===== config.mk =====
export PLATFORM = sky130hd
export DESIGN_NAME = im2col_reader_flat
export DESIGN_NICKNAME = d
export VERILOG_FILES = /design/src/rtl/im2col_reader_pkg.sv /design/src/rtl/im2col_reader_if.sv /design/src/rtl/im2col_reader.sv /design/src/flat_wrapper.sv
export SDC_FILE = /design/constraint.sdc
export NUM_CORES = 1
export LEC_CHECK = 0
export ABC_AREA = 1
export ABC_CLOCK_PERIOD_IN_PS = 2100
export BUFFER_PORTS_ARGS = -buffer_cell sky130_fd_sc_hd__buf_2
export CAP_MARGIN = 40
export CORE_MARGIN = 1
export CORE_UTILIZATION = 40
export DETAILED_ROUTE_END_ITERATION = 12
export PLACE_DENSITY = 0.66
export SYNTH_ARGS = -nofsm -noshare
export SYNTH_HDL_FRONTEND = slang
export SYNTH_SLANG_ARGS = --single-unit

===== constraint.sdc =====
create_clock -name clk_i -period 2.1 [get_ports clk_i]
set_clock_uncertainty 0.2 [all_clocks]
set_input_delay 0.105 -clock clk_i [delete_from_list [all_inputs] [get_ports clk_i]]
set_output_delay 0.105 -clock clk_i [all_outputs]
set_load 0.1 [all_outputs]

===== src/rtl/im2col_reader_pkg.sv =====
// rtl/im2col_reader_pkg.sv - shared convolution constants, memory map and reader state type
// Consumed by im2col, im2col_reader and the convolution top.
package im2col_reader_pkg;

  localparam int IMG_W       = 5;
  localparam int IMG_H       = 4;
  localparam int FILTER_SIZE = 3;
  localparam int FILTER_NUM  = 4;

  localparam int CONV_M = IMG_H * IMG_W;
  localparam int CONV_N = FILTER_SIZE * FILTER_SIZE;
  localparam int CONV_K = FILTER_NUM;

  localparam int WORD_W     = 32;
  localparam int MEM_ADDR_W = 32;

  localparam logic [31:0] MAP_IMG_BASE    = 32'h0000_0000;
  localparam logic [31:0] MAP_WEIGHT_BASE = 32'h0000_1000;
  localparam logic [31:0] MAP_IM2COL_BASE = 32'h0000_2000;
  localparam logic [31:0] MAP_OUTPUT_BASE = 32'h0000_3000;
  localparam logic [31:0] MAP_MEM_SIZE    = 32'h0000_4000;

  typedef enum logic [1:0] {
    IDLE,
    FETCH,
    PRESENT,
    DONE
  } state_e;

endpackage


===== src/rtl/im2col_reader_if.sv =====
// rtl/im2col_reader_if.sv - memory read port plus packed-row handshake of the im2col reader
// master is the reader side; slave is the memory/consumer side.
interface im2col_reader_if import im2col_reader_pkg::*; #(
  parameter int M          = CONV_M,
  parameter int N          = CONV_N,
  parameter int DATA_WIDTH = WORD_W,
  parameter int ADDR_WIDTH = MEM_ADDR_W,
  parameter int ROW_W      = $clog2(M + 1)
) ();

  logic                    start;
  logic [DATA_WIDTH-1:0]   data_rd;
  logic [ADDR_WIDTH-1:0]   addr_rd;
  logic [DATA_WIDTH*N-1:0] X;
  logic                    x_valid;
  logic                    x_ready;
  logic [ROW_W-1:0]        row_idx;
  logic                    done;

  modport master (
    input  start, data_rd, x_ready,
    output addr_rd, X, x_valid, row_idx, done
  );

  modport slave (
    output start, data_rd, x_ready,
    input  addr_rd, X, x_valid, row_idx, done
  );

endinterface


===== src/rtl/im2col_reader.sv =====
// rtl/im2col_reader.sv - reads M im2col rows of N words and presents each as one packed X vector
// Memory has 1-cycle read latency, so a row takes N+1 fetch cycles.
module im2col_reader import im2col_reader_pkg::*; #(
  parameter int                    M           = CONV_M,
  parameter int                    N           = CONV_N,
  parameter int                    DATA_WIDTH  = WORD_W,
  parameter int                    ADDR_WIDTH  = MEM_ADDR_W,
  parameter logic [ADDR_WIDTH-1:0] IM2COL_BASE = ADDR_WIDTH'(MAP_IM2COL_BASE),
  parameter int                    ROW_W       = $clog2(M + 1)
) (
  input logic              clk_i,
  input logic              rst_i,
  im2col_reader_if.master  bus_io
);

  localparam int COL_W = $clog2(N + 1);
  localparam logic [COL_W-1:0] COL_LAST      = COL_W'(N);
  localparam logic [COL_W-1:0] COL_ADDR_LAST = COL_W'(N - 1);
  localparam logic [ROW_W-1:0] ROW_LAST      = ROW_W'(M - 1);

  state_e                           state_q, state_d;
  logic [COL_W-1:0]                 col_q, col_d;
  logic [ROW_W-1:0]                 row_q, row_d;
  logic [ADDR_WIDTH-1:0]            addr_q, addr_d;
  logic [N-1:0][DATA_WIDTH-1:0]     x_q, x_d;
  logic                             done_q, done_d;

  always_ff @(posedge clk_i) begin
    if (!rst_i) begin
      state_q <= IDLE;
      col_q   <= '0;
      row_q   <= '0;
      addr_q  <= IM2COL_BASE;
      x_q     <= '0;
      done_q  <= 1'b0;
    end else begin
      state_q <= state_d;
      col_q   <= col_d;
      row_q   <= row_d;
      addr_q  <= addr_d;
      x_q     <= x_d;
      done_q  <= done_d;
    end
  end

  always_comb begin
    state_d = state_q;
    col_d   = col_q;
    row_d   = row_q;
    addr_d  = addr_q;
    x_d     = x_q;
    done_d  = done_q;
    case (state_q)
      IDLE, DONE: begin
        if (bus_io.start) begin
          state_d = FETCH;
          col_d   = '0;
          row_d   = '0;
          addr_d  = IM2COL_BASE;
          done_d  = 1'b0;
        end
      end
      FETCH: begin
        // Word read at col-1 arrives now; the address stops advancing after the last word.
        if (col_q != '0) x_d[col_q - 1'b1] = bus_io.data_rd;
        if (col_q < COL_ADDR_LAST) addr_d = addr_q + 1'b1;
        if (col_q == COL_LAST) state_d = PRESENT;
        else                   col_d   = col_q + 1'b1;
      end
      PRESENT: begin
        if (bus_io.x_ready) begin
          row_d = row_q + 1'b1;
          if (row_q == ROW_LAST) begin
            done_d  = 1'b1;
            state_d = DONE;
          end else begin
            // Rows are contiguous, so the next row starts one past the held address.
            col_d   = '0;
            addr_d  = addr_q + 1'b1;
            state_d = FETCH;
          end
        end
      end
      default: state_d = IDLE;
    endcase
  end

  assign bus_io.addr_rd = addr_q;
  assign bus_io.X       = x_q;
  assign bus_io.x_valid = (state_q == PRESENT);
  assign bus_io.row_idx = row_q;
  assign bus_io.done    = done_q;

endmodule


===== src/flat_wrapper.sv =====
// flat-port wrapper written by rule: the top's interface ports become plain ports
module im2col_reader_flat import im2col_reader_pkg::*;
#(
  parameter int                    M           = CONV_M,
  parameter int                    N           = CONV_N,
  parameter int                    DATA_WIDTH  = WORD_W,
  parameter int                    ADDR_WIDTH  = MEM_ADDR_W,
  parameter logic [ADDR_WIDTH-1:0] IM2COL_BASE = ADDR_WIDTH'(MAP_IM2COL_BASE),
  parameter int                    ROW_W       = $clog2(M + 1)
)
  (clk_i, rst_i, bus_io_start, bus_io_data_rd, bus_io_x_ready, bus_io_addr_rd, bus_io_X, bus_io_x_valid, bus_io_row_idx, bus_io_done);
  im2col_reader_if #(.M(M), .N(N), .DATA_WIDTH(DATA_WIDTH), .ADDR_WIDTH(ADDR_WIDTH), .ROW_W(ROW_W)) bus_io_i ();
  input logic clk_i;
  input logic rst_i;
  input wire logic [$bits(bus_io_i.start)-1:0] bus_io_start;
  input wire logic [$bits(bus_io_i.data_rd)-1:0] bus_io_data_rd;
  input wire logic [$bits(bus_io_i.x_ready)-1:0] bus_io_x_ready;
  output wire logic [$bits(bus_io_i.addr_rd)-1:0] bus_io_addr_rd;
  output wire logic [$bits(bus_io_i.X)-1:0] bus_io_X;
  output wire logic [$bits(bus_io_i.x_valid)-1:0] bus_io_x_valid;
  output wire logic [$bits(bus_io_i.row_idx)-1:0] bus_io_row_idx;
  output wire logic [$bits(bus_io_i.done)-1:0] bus_io_done;
  assign bus_io_i.start = bus_io_start;
  assign bus_io_i.data_rd = bus_io_data_rd;
  assign bus_io_i.x_ready = bus_io_x_ready;
  assign bus_io_addr_rd = bus_io_i.addr_rd;
  assign bus_io_X = bus_io_i.X;
  assign bus_io_x_valid = bus_io_i.x_valid;
  assign bus_io_row_idx = bus_io_i.row_idx;
  assign bus_io_done = bus_io_i.done;
  im2col_reader #(.M(M), .N(N), .DATA_WIDTH(DATA_WIDTH), .ADDR_WIDTH(ADDR_WIDTH), .IM2COL_BASE(IM2COL_BASE), .ROW_W(ROW_W)) u_core (.clk_i(clk_i), .rst_i(rst_i), .bus_io(bus_io_i));
endmodule

# After elaboration in Yosys (flattened, before gate mapping)
# Index checks and enable logic that the tools add are counted.
[word_totals] register_bits=332 output_inout_bits=327 word_cells=69
[op_classes] addsub=4 magnitude_cmp=3 n_eq_ne=12 muxes=25 n_reduce_logical=11
[op_table] cell="288-bit bitwise mux" n=1
[op_table] cell="32-bit 2-to-1 mux" n=5
[op_table] cell="32-bit demux with 4-bit select" n=1
[op_table] cell="32-bit case mux with 3 select lines" n=1
[op_table] cell="32-bit by 1-bit adder with 32-bit output (second input constant)" n=1
[op_table] cell="4-bit 2-to-1 mux" n=4
[op_table] cell="4-bit case mux with 3 select lines" n=1
[op_table] cell="4-bit AND reduction" n=3
[op_table] cell="5-bit 2-to-1 mux" n=2
[op_table] cell="5-bit case mux with 2 select lines" n=1
[op_table] cell="2-bit 2-to-1 mux" n=4
[op_table] cell="2-bit inequality test (second input constant)" n=4
[op_table] cell="2-bit by 1-bit inequality test with 1-bit output (second input constant)" n=3
[op_table] cell="2-bit case mux with 3 select lines" n=1
[op_table] cell="3-bit AND reduction" n=2
[op_table] cell="5-bit by 1-bit adder with 5-bit output (second input constant)" n=1
[op_table] cell="5-bit equality test (second input constant)" n=1
[op_table] cell="4-bit by 5-bit less-than comparator with 1-bit output (second input constant)" n=1
[op_table] cell="4-bit by 1-bit adder with 4-bit output (second input constant)" n=1
[op_table] cell="2-bit equality test (second input constant)" n=2
[op_table] cell="4-bit equality test (second input constant)" n=1
[op_table] cell="4-bit by 1-bit greater-or-equal comparator with 1-bit output (second input constant)" n=1
[op_table] cell="4-bit less-than comparator (second input constant)" n=1
[op_table] cell="4-bit nonzero test" n=1
[op_table] cell="other kinds (9)" n=11

# Logic depth before layout (Yosys ltp)
[depth] depth_word=6 depth_mapped=11 mapped_depth_nobuf=11

# Least setup slack after synthesis
# OpenSTA, ideal clock, no wires.
[synth_path] path_kind="register to register" start="reg u_core.row_q[1], in the netlist u_core.bus_io.row_idx[1]" end="reg u_core.addr_q[13], in the netlist u_core.bus_io.addr_rd[13]" arrival_time_ns=2.276 slack_ns=-0.500 stages_incl_launch_ff=10 n_path_buf=1 period_less_slack_ns=2.600 cell_sequence="dfxtp_1 -> ha_1 -> nand2_1 -> inv_1 -> nand3_1 -> nand2_2 -> o21ai_4 -> inv_1 -> buf_2 -> nand3_1"
[synth_between] elab_chain_len=3
[synth_rtl] element="from (decl)" line="im2col_reader.sv:23" text="logic [ROW_W-1:0] row_q, row_d;"
[synth_rtl] element="from (signal assigned)" line="im2col_reader.sv:39" text="row_q <= row_d;"
[synth_rtl] element="5-bit equality test" line="im2col_reader.sv:73" text="if (row_q == ROW_LAST) begin"
[synth_rtl] element="2-bit inequality test (no line)"
[synth_rtl] element="4-bit AND reduction (no line)"
[synth_rtl] element="to (signal assigned)" line="im2col_reader.sv:40" text="addr_q <= addr_d;"
[synth_rtl] element="to (decl)" line="im2col_reader.sv:24" text="logic [ADDR_WIDTH-1:0] addr_q, addr_d;"
# Every way passes these cells.
# A chain may end at the register's enable or synchronous reset.

# Worst setup path after layout
[layout_path] start="reg u_core.col_q[0]" end="reg u_core.x_q (netlist bit u_core.bus_io.X[182])"
[layout_between] elab_chain_len=6
[layout_rtl] element="from (decl)" line="im2col_reader.sv:22" text="logic [COL_W-1:0] col_q, col_d;"
[layout_rtl] element="from (signal assigned)" line="im2col_reader.sv:38" text="col_q <= col_d;"
[layout_rtl] element="4-bit by 1-bit subtractor with 4-bit output" line="im2col_reader.sv:65" text="if (col_q != '0) x_d[col_q - 1'b1] = bus_io.data_rd;"
[layout_rtl] element="4-bit by 5-bit less-than comparator with 1-bit output (not written as such) / 4-bit by 1-bit greater-or-equal comparator with 1-bit output (equally long branches)" line="im2col_reader.sv:65"
[layout_rtl] element="1-bit logical AND (not written as such)" line="im2col_reader.sv:65"
[layout_rtl] element="32-bit 2-to-1 mux (not written as such)" line="im2col_reader.sv:65"
[layout_rtl] element="32-bit demux with 4-bit select"
[layout_rtl] element="288-bit bitwise mux" line="im2col_reader.sv:65"
[layout_rtl] element="to (signal assigned)" line="im2col_reader.sv:34" text="x_q <= '0;"
[layout_rtl] element="to (signal assigned)" line="im2col_reader.sv:41" text="x_q <= x_d;"
[layout_rtl] element="to (decl)" line="im2col_reader.sv:25" text="logic [N-1:0][DATA_WIDTH-1:0] x_q, x_d;"
# Several ways; a longest one is shown, not always the timed one.

==> impl_metrics.toml <==
[status]
status = "finished, violations left"
violations = "hold timing"

[drt]
dr.pass1.iters = 7
avgViaCountPerCell = 4.63
routed-via-count = 13200
drc = 0
routed_wire_length_per_instance_um = 15.4
route.antenna.remaining_nets = 0
drt-total-wl_mm = 43.9
drtIter0Drc = 855

[worst_setup_path]
critical_path_cell_count = 12
crit_family = "simple AND/OR/NAND/NOR gates"
critPathCaptureType = "flop"
crit_slowest_cell = "dfxtp_1"
timing_worst_setup_path_type = "reg -> reg"
timing.critical_path.buf_inv = 4
critical_path_required_ns = 2.31
crit_path_start_kind = "flop"
crit_chain = "inv_1, ha_2, nand3_1, nand2_1, inv_1, nand2_1, nor2_4, buf_4, buf_12, nand2_1, nand2_1, nor2_1"
critical_path.most_common_cell = "nand2_1"
crit_path_max_incr_delay_ns = 0.32
largest_driver_fanout_on_the_critical_path = 17
rr_worst_depth = 12
data_arrival_time_of_the_critical_path_ns = 2.17

[floorplanning]
fp.dieH_um = 186
top_level_ports = 363
floorplan.die_area_um2 = 34500
start_util_pct = 41.1
fp.coreArea_um2 = 32900
placementRows = 66
die_width_um = 186

[timing]
timing.slew.headroom_pct = 62.7
maxSlewViolCount = 0
endpoints_failing_hold = 1
worst_hold_slack_ns = -0.000149
fmaxAchievable_ghz = 0.509
period_needed_ns = 1.97
post-route-period-util_pct = 93.6
setup-violations-final = 0
setup_ws_ns = 0.135
grt_setup_unrepaired = "yes"
setup_tns_ns = 0
tightest_slew_ns = 0.556

[layout]
antenna_cells_inserted = 0
flow.area_growth_from_synthesis_pct = 31.0
layout.cells.non_filler = 2852
fin_nets = 2438
final_core_utilization_pct = 53.9
stdcell_area_um2 = 17700
filler_cell_count = 3251
final_layout_size_suffix_gt1_share_pct = 21.6

[grt]
wire_length_of_the_first_global_routing_pass_mm = 62.2
first_global_vias = 11500
top_usage_layer = "met2"
grt_antenna_before_repair = 0
gr-usage-met3_pct = 6.40
grt.met2_usage_pct = 39.2
grt_max_degree = 89
globalRouteMet1Util_pct = 28.3
grt_remaining_overflow = 0
grt_util_all_layers_pct = 23.1

[yosys]
ys_seq_area_share_pct = 49.2
synth.distinct_cells = 27
yosys_register_bits = 332
syn-cell-area_um2 = 13500
average_footprint_of_a_synthesized_cell_um2 = 6.79
ys_warn_count = 0
syn-instance-count = 1990
syn-num-nets = 2038

[hold_path]
number_of_stages_on_the_worst_hold_path = 5
hold_path.class = "in -> reg"

[power]
power.density_nw_per_um2 = 849
total_leakage_power_nw = 8.40
vdd_drop_max_uv = 520
report.power.total_mw = 15.0

[clocking]
max-clock-path-buffers = 3
cts-htree-levels = 2
clock_tree_from_tritoncts = "built"
clock_pin_slew_reported_for_the_worst_setup_and_hold_paths_after_clock_tree_synthesis_ns = 0.06
cts_inserted_buffers = 37
clock_latency_ns = 0.51
clock-root-buffer = "clkbuf_16"
clkSinkCount = 332

[placement]
numPlacedInstances = 2741
portBuffers = 362
pre_cts_slack_ns = 0.0757
placement.cell_area_um2 = 15900
hpwl_mm = 28.4
gp_congestion = 0.865

[flow_run]
number_of_maximum_capacitance_violations = 0
## cell usage after synthesis (all sizes together)
library cell  count  area (um2)
nand3            36         180
buf              71         559
xnor2             1        8.76
dfxtp           332        6650
nand3b            5        37.5
nand2           696        2630
ha               12         150
nor3              9        45.0
nor3b             5        37.5
a31oi             1        6.26
o21ai             8        51.3
a21oi            19        95.1
nor2            673        2600
clkinv           32         120
clkbuf           19        71.3
xor2              1        8.76
inv              65         244
nand4             5        31.3
## per-layer routing
layer	up-vias	wire length, um	part of all wire (%)
met5	-	0	0
met4	0	961	2.2
met3	64	3830	8.7
met2	472	20600	47
met1	5911	18600	42
li1	6760	-	-
## final cells by class
cell class	instances	area [um2]	area share, %
sequential	332	6690	37.7
inverter	97	364	2.05
clock buffer	52	1080	6.11
tap	442	553	3.12
clock inverter	7	72.6	0.410
timing repair buffer	451	3030	17.1
multi-input combinational	1471	5930	33.5
## cell families after synthesis
logic type               Yosys count  synth area share, %
AND/OR/NAND/NOR                 1429                 41.1
flip-flops                       332                 49.2
buffers and inverters            187                 7.36
AO/OA/AOI/OAI                     28                 1.13
adder cells (fa/ha/maj)           12                 1.11
XOR/XNOR                           2                0.130
## sequential cells by signal, indices dropped and copies added (netlist names)
name,cells
u_core.bus_io.X,288
u_core.col_q,4
u_core.bus_io.addr_rd,32
u_core.state_q,2
u_core.bus_io.row_idx,5
u_core.bus_io.done,1
## report_power, final
group	internal, mW	switching [mW]	total [mW]	leakage (nW)
sequential	6.42	0.0769	6.50	2.69
clock	3.70	2.55	6.25	0.574
combinational	0.622	1.68	2.30	5.14
## cells in the final DEF, fill, tap and decap left out, types with 4 or more instances in the layout
cell and n:
nor3_1 9, ha_1 9, inv_1 64, o21ai_0 7, nand2_2 4, buf_12 24
nor2_1 659, clkinv_2 4, buf_4 20, dfxtp_4 4, clkbuf_1 6, clkinv_1 32
clkbuf_16 46, buf_6 5, dlygate4sd3_1 32, a21oi_1 19, dfxtp_2 19, nand2_1 690
nor3b_1 5, buf_2 361, clkbuf_8 8, nand3b_1 5, nand3_1 36, dfxtp_1 309
nor2_2 5, nand4_1 5, nor2_4 9
## repair_timing
action | in CTS | in global routing
buffers inserted | 0 | 9
setup endpoints to repair | 0 | 244
hold buffers | 32 | 0
resized for setup | 0 | 13
hold endpoints to repair | 301 | 0
## worst register-to-register path: cells and delay by family (launching register included)
family                     cells  cell delay (ns)
and+or+nand+nor                7             0.64
buffers and inverters          4             0.49
DFF                            1             0.32
adders and majority gates      1             0.22
## final timing paths
path                               end           startpoint  slack [ns]
setup reg to reg  u_core.bus_io.X[182]      u_core.col_q[0]        0.13
hold reg to reg    u_core.bus_io.X[57]  u_core.bus_io.X[57]        0.27
hold / removal    u_core.bus_io.X[260]    bus_io_data_rd[4]     -0.0001
setup / recovery  u_core.bus_io.X[182]      u_core.col_q[0]        0.13
No activity file was read; power rests on OpenSTA's default activity.
